[src/rtl/intr_ctrl.sv]
// Interrupt controller: edge/level source capture, per-source mask, global enable, registered irq.
// Optional macro INTR_SYNC_EN adds a 2-flop synchronizer on every src line.
module intr_ctrl #(
  parameter int NUM_SRC = 4,
  parameter logic [NUM_SRC-1:0] EDGE_SRC = NUM_SRC'(4'b0011)
) (
  input  logic               clk,
  input  logic               rst,
  input  logic [NUM_SRC-1:0] src,
  input  logic               set_ien,
  input  logic               clear_ien,
  input  logic [1:0]         reg_sel,
  input  logic               reg_wr,
  input  logic [15:0]        reg_wdata,
  output logic [15:0]        reg_rdata,
  output logic               irq,
  output logic               ien
);

  logic [NUM_SRC-1:0] src_s;
  logic [NUM_SRC-1:0] src_q_reg;
  logic               primed_reg;
  logic [NUM_SRC-1:0] pend_reg, pend_next;
  logic [NUM_SRC-1:0] mask_reg, mask_next;
  logic               ien_reg, ien_next;
  logic               irq_reg;
  logic [NUM_SRC-1:0] rise;
  logic [NUM_SRC-1:0] active;
  logic [3:0]         cause_idx;
  logic               wr_pend, wr_mask, wr_status;
  logic               unused_wdata;

`ifdef INTR_SYNC_EN
  logic [NUM_SRC-1:0] sync1_reg, sync2_reg;

  always_ff @(posedge clk) begin
    if (rst) begin
      sync1_reg <= '0;
      sync2_reg <= '0;
    end else begin
      sync1_reg <= src;
      sync2_reg <= sync1_reg;
    end
  end

  assign src_s = sync2_reg;
`else
  assign src_s = src;
`endif

  assign wr_pend   = reg_wr && (reg_sel == 2'd0);
  assign wr_mask   = reg_wr && (reg_sel == 2'd1);
  assign wr_status = reg_wr && (reg_sel == 2'd3);

  // primed masks the first post-reset cycle so a line already high is not seen as an edge
  assign rise = src_s & ~src_q_reg & {NUM_SRC{primed_reg}};

  genvar gi;
  generate
    for (gi = 0; gi < NUM_SRC; gi++) begin : g_pend
      if (EDGE_SRC[gi]) begin : g_edge
        assign pend_next[gi] = rise[gi] | (pend_reg[gi] & ~(wr_pend & reg_wdata[gi]));
      end else begin : g_level
        assign pend_next[gi] = src_s[gi];
      end
    end
  endgenerate

  assign mask_next = wr_mask ? reg_wdata[NUM_SRC-1:0] : mask_reg;

  always_comb begin
    ien_next = ien_reg;
    if (clear_ien)      ien_next = 1'b0;
    else if (set_ien)   ien_next = 1'b1;
    else if (wr_status) ien_next = reg_wdata[0];
  end

  always_ff @(posedge clk) begin
    if (rst) begin
      src_q_reg  <= '0;
      primed_reg <= 1'b0;
      pend_reg   <= '0;
      mask_reg   <= '0;
      ien_reg    <= 1'b0;
      irq_reg    <= 1'b0;
    end else begin
      src_q_reg  <= src_s;
      primed_reg <= 1'b1;
      pend_reg   <= pend_next;
      mask_reg   <= mask_next;
      ien_reg    <= ien_next;
      irq_reg    <= ien_next & (|(pend_next & mask_next));
    end
  end

  assign active = pend_reg & mask_reg;

  // Scan high to low so the lowest-numbered active source wins
  always_comb begin
    cause_idx = 4'd0;
    for (int i = NUM_SRC - 1; i >= 0; i--) begin
      if (active[i]) cause_idx = 4'(i);
    end
  end

  always_comb begin
    reg_rdata = 16'h0000;
    case (reg_sel)
      2'd0: reg_rdata = 16'(pend_reg);
      2'd1: reg_rdata = 16'(mask_reg);
      2'd2: reg_rdata = {|active, 11'd0, cause_idx};
      2'd3: reg_rdata = {15'd0, ien_reg};
      default: reg_rdata = 16'h0000;
    endcase
  end

  assign unused_wdata = ^reg_wdata[15:NUM_SRC];

  assign irq = irq_reg;
  assign ien = ien_reg;

endmodule

[config.mk]
export PLATFORM = sky130hd
export DESIGN_NAME = intr_ctrl
export DESIGN_NICKNAME = d
export VERILOG_FILES = /design/src/rtl/intr_ctrl.sv
export SDC_FILE = /design/constraint.sdc
export NUM_CORES = 1
export LEC_CHECK = 0
export ABC_CLOCK_PERIOD_IN_PS = 900
export CAP_MARGIN = 20
export CORE_UTILIZATION = 53
export DETAILED_ROUTE_END_ITERATION = 12
export DONT_BUFFER_PORTS = 1
export PLACE_DENSITY = 0.72
export SETUP_SLACK_MARGIN = 0.02
export SYNTH_ARGS = -nofsm -noshare
export SYNTH_HDL_FRONTEND = slang
export SYNTH_SLANG_ARGS = --single-unit
[constraint.sdc]
create_clock -name clk -period 0.9 [get_ports clk]
set_input_delay 0 -clock clk [delete_from_list [all_inputs] [get_ports clk]]
set_output_delay 0 -clock clk [all_outputs]
set_load 0.1 [all_outputs]
==> results.md, run 1 <==
* Status: stopped before the end
* Failing step: 5_1_grt
* Tool Error: [ERROR DPL-0038] Utilization greater than 100%, impossible to legalize
* Netlist Area Pre-Place at about 700 sq um
* Boundary Pins at 45
* Chip height at ~38 microns
* Synth Warn # at 0
* Post-synth cell types at 24
* CTS Root Cell: clkbuf_4
* CTS buffer count at 3
* Post-GRT worst EP: reg_rdata[0]
* CTS max path bufs at 2
* Row count at 12
* CTS sink count at 13
* Seq/Total Area, Yosys at 37.08%
* Initial core utilization at between 50% and 60%
* Final HPWL DP at about 1200 microns
* Routability cong. at between 0.7 and 0.8
* Mean Syn Cell Area at approximately 9.5 sq um
* IO buf count at 0
* Yosys reg bits at 13
* Die width at between 30 and 40 microns
* Worst ep type: output port
* Cells after Synth at 74
* Placed Instance Area at about 920 sq um
* H-tree depth at 1
* Largest net degree at the start of global routing at 13
* Dpl cells at 102
## Yosys cell counts
master      n  area share, %
a211oi_2    1            1.8
a21oi_1     2            1.4
a22oi_1     1            1.1
a2bb2oi_1   1            1.2
a31oi_1     1           0.89
a32oi_1     2            2.5
buf_4      11             12
buf_6       2            3.2
clkbuf_1    1           0.53
conb_1      1           0.53
dfxtp_1    13             37
inv_1       5            2.7
mux2i_1     8             11
mux4_2      1            3.2
nand2_1     3            1.6
nand3_1     1           0.71
nand3b_4    1            2.9
nand4bb_1   2            3.2
nor2_1     10            5.3
nor2b_1     2            1.8
o21a_1      1            1.1
o22ai_1     2            1.8
o2bb2ai_1   1            1.2
or2b_1      1            1.1
## per-stage QoR
stage                     utilization, %  worst slack (ns)
after floorplan                        -           -0.4480
after global placement             78.74           -0.3768
after detailed placement           78.74           -0.3910
after CTS                          94.55           -0.6507
## logic make-up after synthesis
kind of cell,after synthesis,share of synthesized area [%]
and+or+nand+nor,20,16.58
muxes,9,14.62
other,1,0.5342
buffers and inverters,19,18.18
AOI/OAI and AO/OA,12,13.01
DFF,13,37.08
## repair_timing
action | CTS
buffers inserted | 1
resized for setup | 14
hold buffers | 9
endpoints found under the setup margin | 10
pin swaps | 7
hold endpoints to repair | 13
==> inputs of run 2 (changes only) <==
==> config.mk (replaced) <==
export PLATFORM = sky130hd
export DESIGN_NAME = intr_ctrl
export DESIGN_NICKNAME = d
export VERILOG_FILES = /design/src/rtl/intr_ctrl.sv
export SDC_FILE = /design/constraint.sdc
export NUM_CORES = 1
export LEC_CHECK = 0
export ABC_CLOCK_PERIOD_IN_PS = 1170
export CAP_MARGIN = 20
export CORE_AREA = 2 2 63 65
export DETAILED_ROUTE_END_ITERATION = 12
export DIE_AREA = 0 0 65 67
export DONT_BUFFER_PORTS = 1
export PLACE_DENSITY_LB_ADDON = 0.15
export SYNTH_ARGS = -nofsm -noshare
export SYNTH_HDL_FRONTEND = slang
export SYNTH_SLANG_ARGS = --single-unit
==> constraint.sdc (replaced) <==
create_clock -name clk -period 1.17 [get_ports clk]
set_input_delay 0 -clock clk [delete_from_list [all_inputs] [get_ports clk]]
set_output_delay 0 -clock clk [all_outputs]
set_load 0.1 [all_outputs]
==> run 2 against run 1 <==
  * The flow now finishes, with violations (setup timing)
  * Synthesized cell count unchanged
  * Area after synthesis unchanged
==> results.md, run 2 <==
* Worst path slowest cell: mux4_2
* Crit Path Class: reg -> out
* Pleak at 0.4713 nW
* WP data required at between 1 and 1.5 ns
* Synth top area cells: dfxtp_1, buf_4, mux2i_1
* Status: complete, but fails checks
* Routability cong. at 0.6710 (-14%)
* RSZ-0062 raised after global routing: yes
* TritonCTS clock tree: yes
* Asr flop ratio synth at 0% (unchanged)
* Initial antenna violation count at 0
* Synth Warn # at 0 (unchanged)
* CTS max path bufs at 2 (unchanged)
* Clock transition at path regs at ~0.05 ns
* Final worst-path cycle share at 129.0%
* Final slew viol count at 0
* P per Cell Area at 1127 mW/mm^2
* Row count at 22 (+10)
* Global-route wire length before repair at 2490 microns
* GRT Total Usage at 7.635%
* Clk_skew at between 0.005 and 0.006 ns
* DRC at 0
* Post-route insts no fill at 148
* Vias per cell at 3.872
* Setup violations, final at 3
* Initial core utilization at 19.47% (-40 points)
* Die ar. at between 0.004 and 0.005 sq mm
* Largest net degree at the start of global routing at 13
* Post-DRT Antenna Nets at 0
* Die width at 65 microns (+69%)
* CP delay by family, top: multiplexers
* Nets@finish at roughly 130
* Share of the synthesized area in the top cell type at 37.08% (unchanged)
* Mean Syn Cell Area at 9.485 sq um (unchanged)
* Vias in the first global route at approximately 530
* Crit. End Element: primary output
* Arr. time, crit path at between 1.5 and 2 ns
* Maxcap violations at 0
* Crit Reg-Reg Startpoint: mask_reg[1]
* FMAX at between 0.6 and 0.7 GHz
* Max incr delay on CP at 0.48 ns
* DR pass1 iterations at 4
* Synth-to-Final Area Change at 57.58%
* Critical Path, Cell by Cell: nand2_2, a32oi_1, a21oi_1, mux4_2, buf_12
* Startpoint types: flip-flop
* CTS sink count at 13 (unchanged)
* Top FF cell, synth: dfxtp_1
* Routed length per instance at approximately 11 microns
* Hold Path Class: in -> reg
* Dpl cells at 132 (+29%)
* Failing checks: setup timing
* Boundary Pins at 45 (unchanged)
* Final core occ at 30.67%
* Overflow after GRT at 0
* Fill cells at 381
* Via count at around 570
* Clock latency at the later pin of the worst-skew pair at 0.24 ns
* Final hold vios at 0
* CTS Root Cell: clkbuf_8
* # diodes at 0
* Most frequent cells in the layout: conb_1, dlygate4sd3_1, buf_4
* Worst path bufs/invs at 1
* Final HPWL DP at 1269 microns (+1.9%)
* Seq/Total Area, Yosys at 37.08% (unchanged)
* EDFF count, synth at 0 (unchanged)
* Tmin final at approximately 1.5 ns
* Area leader, netlist: dfxtp_1
* Netlist Area Pre-Place at 701.9 sq um (unchanged)
* Setup TNS at -0.6424 ns
* Most frequent cell after synthesis: dfxtp_1
* IO buf count at 0 (unchanged)
* Core ar. at 0.003606 sq mm
* H-tree depth at 1 (unchanged)
* Most frequent cells after synthesis: dfxtp_1, buf_4, nor2_1, mux2i_1, inv_1
* CTS buffer count at 3 (unchanged)
* Cells after Synth at 74 (unchanged)
* Hold Startpoint: reg_wr
* Yosys reg bits at 13 (unchanged)
* CP startpoint: pend_reg[2]
* Chip height at 67 microns (+75%)
* Number of DRC markers in iteration 0 at 6
* Fraction of layout cells with a size suffix above 1 at between 30% and 40%
* CP max FO at 2
* VDD IR max at approximately 0.4 mV
* Post-synth cell types at 24 (unchanged)
* Setup ws final at -0.3389 ns
* DRT Wirelength at 1561 microns
## run 2: cells by family (layout without fill, tap and decap cells)
kind of cell           after synthesis  count (layout)  share of synthesized area, %
AOI/OAI and AO/OA                   12              12                         13.01
buffers and inverters               19              35                         18.18
DFF                                 13              13                         37.08
muxes                                9               9                         14.62
other                                1              11                        0.5342
and+or+nand+nor                     20              20                         16.58
## run 2: final cells by class
cell class,count,area (sq um),area share [%]
clock buffers,4,45.04,4.072
inverters,5,18.77,1.697
multi-input cells,52,429.2,38.80
flip-flops and latches,13,267.8,24.21
well taps,48,60.06,5.430
repair buffers,26,285.3,25.79
## run 2: worst reg2reg max path: stages, from the launching register on
cell and delay [ns]:
dfxtp_2 0.32, buf_4 0.13, mux2i_1 0.18, o22ai_1 0.13
o21a_1 0.18
## run 2: metal layers
layer	part of all wire [%]	track usage, %	vias up
li1	-	-	285
met1	45	9.726	263
met2	48	11.21	23
met3	6.2	2.196	2
met4	0.90	4.787	0
met5	0	0	-
## run 2: per-stage QoR
| step | power [mW] | hold WS, ns | instance area [sq um] | worst slack (ns) |
|---|---|---|---|---|
| after floorplan | 0.8199 | 0.06177 | 795.8 | -0.1780 |
| after global placement | 0.8302 | 0.05847 | 914.6 | -0.1279 |
| after detailed placement | 0.8302 | 0.06089 | 914.6 | -0.1286 |
| after CTS | 1.261 | 0.02725 | 1097 | -0.3530 |
| after global routing | 1.304 | 0.03450 | 1106 | -0.4126 |
| final | 1.246 | 0.01695 | 1106 | -0.3389 |
## run 2: final timing paths
kind | cells after the start | end | slack, ns
max reg2reg | 4 | irq | 0.12
max | 5 | reg_rdata[0] | -0.34
min | 3 | pend_reg[0] | 0.02
min reg2reg | 2 | pend_reg[0] | 0.55
## run 2: power by group
group | switching (mW) | internal [mW] | total (mW)
clock network | 0.144 | 0.239 | 0.383
registers | 0.0124 | 0.464 | 0.477
logic | 0.280 | 0.107 | 0.386
## run 2: repair_timing
action | in CTS | in global routing
resized for setup | 6 | 1
pin swaps | 2 | 0
gates cloned | 0 | 0
setup endpoints to repair | 4 | 5
endpoints found under the hold margin | 13 | 0
setup buffers | 1 | 0
hold buffers | 11 | 0
Note: power is estimated with default switching activity, not from simulation.
==> inputs of run 3 (changes only) <==
--- a/config.mk
+++ b/config.mk
@@ -11,7 +11,7 @@
 export DETAILED_ROUTE_END_ITERATION = 12
 export DIE_AREA = 0 0 65 67
 export DONT_BUFFER_PORTS = 1
-export PLACE_DENSITY_LB_ADDON = 0.15
+export PLACE_DENSITY = 0.3
 export SYNTH_ARGS = -nofsm -noshare
 export SYNTH_HDL_FRONTEND = slang
 export SYNTH_SLANG_ARGS = --single-unit
==> run 3 against run 2 <==
  * The flow still finishes with violations (setup timing)
  * Fmax is 0.90% lower
  * Total power down 0.13%
  * Register-to-register slack hardly changed
  * Clock skew shrank 0.0033 ns
  * Flip-flop and latch count is the same
  * Critical path type unchanged
  * Largest power group unchanged
==> results.md, run 3 (synthesis gave the netlist of run 2 again) <==
* Status: complete, but fails checks
* Failing checks: setup timing
* CP delay by family, top: multiplexers
* Row count at 22 (unchanged)
* Fraction of layout cells with a size suffix above 1 at 33.33% (+0.33 points)
* Final slew viol count at 0 (unchanged)
* Chip height at 67 microns (unchanged)
* Sequential Power Share at 38.4% (about the same)
* CP max FO at 2 (unchanged)
* Die ar. at 0.004355 sq mm (unchanged)
* Number of stages on the worst setup path at 5 (unchanged)
* Clock share of power at 30.7% (about the same)
* Core ar. at 0.003606 sq mm (unchanged)
* Worst path slowest cell: mux4_2
* Net Sw Frac at 34.97% (about the same)
* WP data required at 1.17 ns (about the same)
* Max incr delay on CP at 0.49 ns (about the same)
* Largest net degree at the start of global routing at 13 (unchanged)
* Clock latency at the later pin of the worst-skew pair at 0.23 ns (about the same)
* Routability cong. at 0.6972 (+3.9%)
* Initial core utilization at 19.47% (unchanged)
* P per Cell Area at 1129 mW/mm^2 (+0.21%)
* Final hold vios at 0 (unchanged)
* TritonCTS clock tree: yes
* Total power at 1.245 mW (-0.13%)
* DRC at 0 (unchanged)
* Crit Path Class: reg -> out
* Nets@finish at 127 (-0.78%)
* Global-route wire length before repair at 2628 microns (+5.5%)
* Critical Path, Cell by Cell: nand2_2, a32oi_1, a21oi_1, mux4_2, buf_12
* Die width at 65 microns (unchanged)
* H-tree depth at 1 (unchanged)
* Routed length per instance at 11.01 microns (+4.4%)
* # diodes at 0 (unchanged)
* DP Worst Slack at -0.1540 ns (-0.02538 ns)
* Setup ws final at -0.3526 ns (-0.01378 ns)
* Reg2reg path depth at 4 (unchanged)
* Number of DRC markers in iteration 0 at 7 (+1)
* FMAX at 0.6568 GHz (-0.90%)
* Final worst-path cycle share at 130.1% (+1.2 points)
* Post-DRT Antenna Nets at 0 (unchanged)
* Most frequent cells in the layout: conb_1, dlygate4sd3_1, dfxtp_1
* Maxcap violations at 0 (unchanged)
* RSZ-0062 raised after global routing: yes
* Worst path bufs/invs at 1 (unchanged)
* Final HPWL DP at 1308 microns (+3.1%)
* Tmin final at 1.523 ns (+0.01378 ns)
* Vias in the first global route at 582 (+9.2%)
* Via count at 563 (-1.7%)
* Setup violations, final at 3 (unchanged)
* Logic pwr share at 31.0% (about the same)
* DRT Wirelength at 1619 microns (+3.7%)
* CTS buffer count at 3 (unchanged)
* DR pass1 iterations at 3 (-1)
* Overflow after GRT at 0 (unchanged)
* Pleak at 0.4696 nW (-0.36%)
* IO buf count at 0 (unchanged)
* Clock transition at path regs at 0.05 ns (about the same)
* CTS Root Cell: clkbuf_8
* CTS max path bufs at 2 (unchanged)
* Clk_skew at 0.002654 ns (-0.003257 ns)
* Synth-to-Final Area Change at 57.04%
* Boundary Pins at 45 (unchanged)
* Startpoint types: flip-flop
* Hold Path Class: in -> reg
* Initial antenna violation count at 0 (unchanged)
* Crit. End Element: primary output
* GRT Total Usage at 8.155% (+0.52 points)
* Vias per cell at 3.830 (-1.1%)
* P_sw at 0.4353 mW (about the same)
* Setup TNS at -0.5434 ns (+0.09900 ns)
* Int Pwr at 0.8094 mW (-0.15%)
* Arr. time, crit path at 1.52 ns (about the same)
* VDD IR max at 0.4381 mV (+7.1%)
* Hold Crit Depth at 3 (unchanged)
* CTS sink count at 13 (unchanged)
-- run 3: cell count changes in the layout (fill, tap and decap cells not counted), sizes merged --
cell	before	now
buf	15	14
-- run 3: timing repair --
item / CTS / global route
gates resized for setup: 4 / 6
hold buffers: 11 / 0
pin swaps: 3 / 2
endpoints found under the setup margin: 3 / 5
setup buffers: 1 / 1
hold endpoints to repair: 13 / 0
-- run 3: layout make-up --
| type | count | area (sq um) |
|---|---|---|
| multi-input combinational | 52 | 425.4 |
| inverter | 5 | 18.77 |
| fill | 376 | 2504 |
| sequential | 13 | 267.8 |
| timing repair buffer | 25 | 285.3 |
| clock buffer | 4 | 45.04 |
| tap | 48 | 60.06 |
-- run 3: through the flow --
| stage | instance area, sq um | cells | hold slack, ns | util, % |
|---|---|---|---|---|
| finish | 1102 | 147 | 0.02944 | 30.57 |
| global route | 1102 | 147 | 0.05211 | 30.57 |
| CTS | 1094 | 148 | 0.02829 | 30.33 |
| detailed placement | 914.6 | 132 | 0.06098 | 25.36 |
| global placement | 914.6 | 132 | 0.05854 | 25.36 |
| floorplan | 795.8 | 84 | 0.06177 | - |
-- run 3: final timing paths --
kind | slack, ns | startpoint | to
max | -0.35 | pend_reg[2] | reg_rdata[0]
min | 0.03 | reg_wr | pend_reg[0]
max reg2reg | 0.13 | mask_reg[3] | irq
min reg2reg | 0.56 | src_q_reg[1] | pend_reg[1]
-- run 3: tightest hold or removal path, delay by kind of cell --
family | cells | cell delay, ns
AND/OR/NAND/NOR | 2 | 0.15
AO/OA/AOI/OAI | 1 | 0.07
-- run 3: power by group through the flow --
stage               clock network (mW)  registers, mW  logic (mW)
finish                           0.382          0.478       0.385
global route                     0.421          0.480       0.402
CTS                              0.396          0.477       0.384
detailed placement                   0          0.486       0.346
global placement                     0          0.486       0.345
floorplan                            0          0.503       0.317
-- run 3: routing by layer --
layer / up-vias / part of all wire (%) / global-route usage [%]
met5: - / 0 / 0
li1: 283 / - / -
met4: 0 / 1.1 / 4.787
met3: 2 / 6.6 / 1.858
met1: 257 / 43 / 9.490
met2: 21 / 49 / 13.66
==> inputs of run 4 (changes only) <==
--- a/config.mk
+++ b/config.mk
@@ -5,13 +5,13 @@
 export SDC_FILE = /design/constraint.sdc
 export NUM_CORES = 1
 export LEC_CHECK = 0
-export ABC_CLOCK_PERIOD_IN_PS = 1170
+export ABC_CLOCK_PERIOD_IN_PS = 1300
 export CAP_MARGIN = 20
 export CORE_AREA = 2 2 63 65
 export DETAILED_ROUTE_END_ITERATION = 12
 export DIE_AREA = 0 0 65 67
 export DONT_BUFFER_PORTS = 1
-export PLACE_DENSITY = 0.3
+export PLACE_DENSITY = 0.31
 export SYNTH_ARGS = -nofsm -noshare
 export SYNTH_HDL_FRONTEND = slang
 export SYNTH_SLANG_ARGS = --single-unit
==> constraint.sdc (replaced) <==
create_clock -name clk -period 1.3 [get_ports clk]
set_input_delay 0 -clock clk [delete_from_list [all_inputs] [get_ports clk]]
set_output_delay 0 -clock clk [all_outputs]
set_load 0.1 [all_outputs]
==> run 4 against run 3 <==
  * The flow still finishes with violations (setup timing)
  * Combinational power fell by 16%
  * Setup slack better by 0.13 ns
  * Flip-flop and latch count is the same
  * First-iteration DRC count is 14% higher
  * Cell count shrank 1.4%
  * Cell area decreased by 9.3%
  * Sequential share of layout area rose by 2.4 points
  * Count of clock-buffer cells in the layout did not move
  * Critical path depth is the same
  * Global-route usage fell by 0.12 points
  * Sequential power shrank 10%
  * Die area unchanged
  * Highest routed layer unchanged
==> results.md, run 4 (synthesis gave the netlist of run 2 again) <==
* Setup ws final at -0.2272 ns (+0.1254 ns)
* Final worst-path cycle share at 117.5%
* Fraction of layout cells with a size suffix above 1 at 26.80% (-6.5 points)
* Maxcap violations at 0 (unchanged)
* Worst path bufs/invs at 1 (unchanged)
* CTS sink count at 13 (unchanged)
* DP Worst Slack at -0.005621 ns (+0.1484 ns)
* VDD IR max at 0.4684 mV (+6.9%)
* Worst R2R Setup Slack at 0.24 ns (+0.11 ns)
* DR pass1 iterations at 4 (+1)
* Fill cells at 395 (+5.1%)
* Setup violations, final at 3 (unchanged)
* Final HPWL DP at 1288 microns (-1.5%)
* Hold Crit Depth at 3 (unchanged)
* Boundary Pins at 45 (unchanged)
* Number of DRC markers in iteration 0 at 8 (+1)
* Storage element area at 266.5 sq um (-0.47%)
* Reg2reg path depth at 4 (unchanged)
* Crit. End Element: primary output
* Critical Path, Cell by Cell: nand2_2, a32oi_1, a21oi_1, mux4_2, buf_12
* TritonCTS clock tree: yes
* Post-CTS sizing at 0 (-4)
* CP max FO at 2 (unchanged)
* P per Cell Area at 1105 mW/mm^2 (-2.1%)
* Chip height at 67 microns (unchanged)
* Largest net degree at the start of global routing at 13 (unchanged)
* Post-Layout Inst Area at 999.7 sq um (-9.3%)
* Final hold vios at 0 (unchanged)
* Hold Path Sink: pend_reg[0]
* Most frequent cells in the layout: conb_1, dlygate4sd3_1, dfxtp_1
* FMAX at roughly 0.65 GHz
* Hold Startpoint: reg_wr
* Failing checks: setup timing
* Die width at 65 microns (unchanged)
* Vias in the first global route at 530 (-8.9%)
* Die ar. at 0.004355 sq mm (unchanged)
* Final slew viol count at 0 (unchanged)
* Hold Path Class: in -> reg
* Status: complete, but fails checks
* Vias per cell at 3.855 (+0.66%)
* Via count at 559 (-0.71%)
* Pleak at 0.4460 nW (-5.0%)
* CTS buffer count at 3 (unchanged)
* Post-DRT Antenna Nets at 0 (unchanged)
* Overflow after GRT at 0 (unchanged)
* Initial antenna violation count at 0 (unchanged)
* Routability cong. at 0.6824 (-2.1%)
* Number of stages on the worst setup path at 5 (unchanged)
* DRT Wirelength at 1588 microns (-1.9%)
* H-tree depth at 1 (unchanged)
* Hold_ws at 0.02696 ns (-0.002477 ns)
* Global-route wire length before repair at 2573 microns (-2.1%)
* Post-route insts no fill at 145 (-1.4%)
* # diodes at 0 (unchanged)
* Row count at 22 (unchanged)
* WP data required at 1.30 ns (+0.13 ns)
* DRC at 0 (unchanged)
* Tmin final at 1.527 ns
* Worst path slowest cell: mux4_2
* Clock transition at path regs at 0.05 ns (about the same)
* RSZ-0062 raised after global routing: yes
* Startpoint types: flip-flop
* GRT Total Usage at 8.039% (-0.12 points)
* IO buf count at 0 (unchanged)
* Core ar. at 0.003606 sq mm (unchanged)
* Crit Path Class: reg -> out
* Worst r2r dst: irq
* Placed Instance Area at 844.6 sq um (-7.7%)
* Clock latency at the later pin of the worst-skew pair at 0.24 ns (about the same)
* Initial core utilization at 19.47% (unchanged)
* Routed length per instance at 10.95 microns (-0.56%)
* Arr. time, crit path at 1.53 ns (about the same)
* Dpl cells at 130 (-1.5%)
* Max incr delay on CP at 0.48 ns (about the same)
* CTS Root Cell: clkbuf_8
* Clk_skew at 0.001362 ns (-0.001293 ns)
* Synth-to-Final Area Change at 42.42%
* CP delay by family, top: multiplexers
* CTS max path bufs at 2 (unchanged)
* Multi-input gate area at 371.6 sq um (-13%)
* Nets@finish at 125 (-1.6%)
* Crit Reg-Reg Startpoint: mask_reg[3]
run 4: metrics by stage:
step           power (mW)  util [%]    TNS, ns
6_report            1.105     27.72    -0.3352
5_1_grt             1.153     27.72    -0.4929
4_1_cts             1.121     27.72    -0.3849
3_3_place_gp       0.7331     23.42  -0.005065
3_5_place_dp       0.7322     23.42  -0.005621
2_1_floorplan      0.7312         -    -0.1959
run 4: power breakdown:
part | total, mW | leakage, nW | internal (mW) | switching [mW]
logic | 0.325 | 0.315 | 0.0822 | 0.243
registers | 0.430 | 0.109 | 0.418 | 0.0119
clock network | 0.350 | 0.0228 | 0.216 | 0.135
run 4: worst min-delay path, cell delays in order:
cell and delay [ns]:
nand4bb_1 0.07, a32oi_1 0.08, nor2_1 0.08
run 4: final cells by class:
type | count | area share (%)
flip-flops and latches | 13 | 26.66
repair buffers | 23 | 23.78
clock buffers | 4 | 4.506
well taps | 48 | 6.008
multi-input cells | 52 | 37.17
inverters | 5 | 1.877
run 4: how the worst max path moves through the flow:
stage                startpoint            end  slack, ns
floorplan           mask_reg[1]  reg_rdata[15]      -0.17
global placement    mask_reg[2]   reg_rdata[0]     -0.005
detailed placement  mask_reg[2]   reg_rdata[0]     -0.006
CTS                 mask_reg[2]   reg_rdata[0]      -0.25
global route        mask_reg[2]   reg_rdata[0]      -0.30
finish              mask_reg[2]   reg_rdata[0]      -0.23
run 4: what timing repair did:
item / 4_1_cts / 5_1_grt
pin swaps: 1 / 0
setup endpoints to repair: 3 / 3
hold buffers: 11 / 0
endpoints found under the hold margin: 13 / 0
buffers inserted: 0 / 0
run 4: metal layers:
| metal | GRT usage (%) | share of wire [%] |
|---|---|---|
| met1 | 10.17 | 45 |
| met2 | 11.98 | 43 |
| met3 | 2.872 | 9.8 |
| met4 | 3.989 | 1.8 |
| met5 | 0 | 0 |
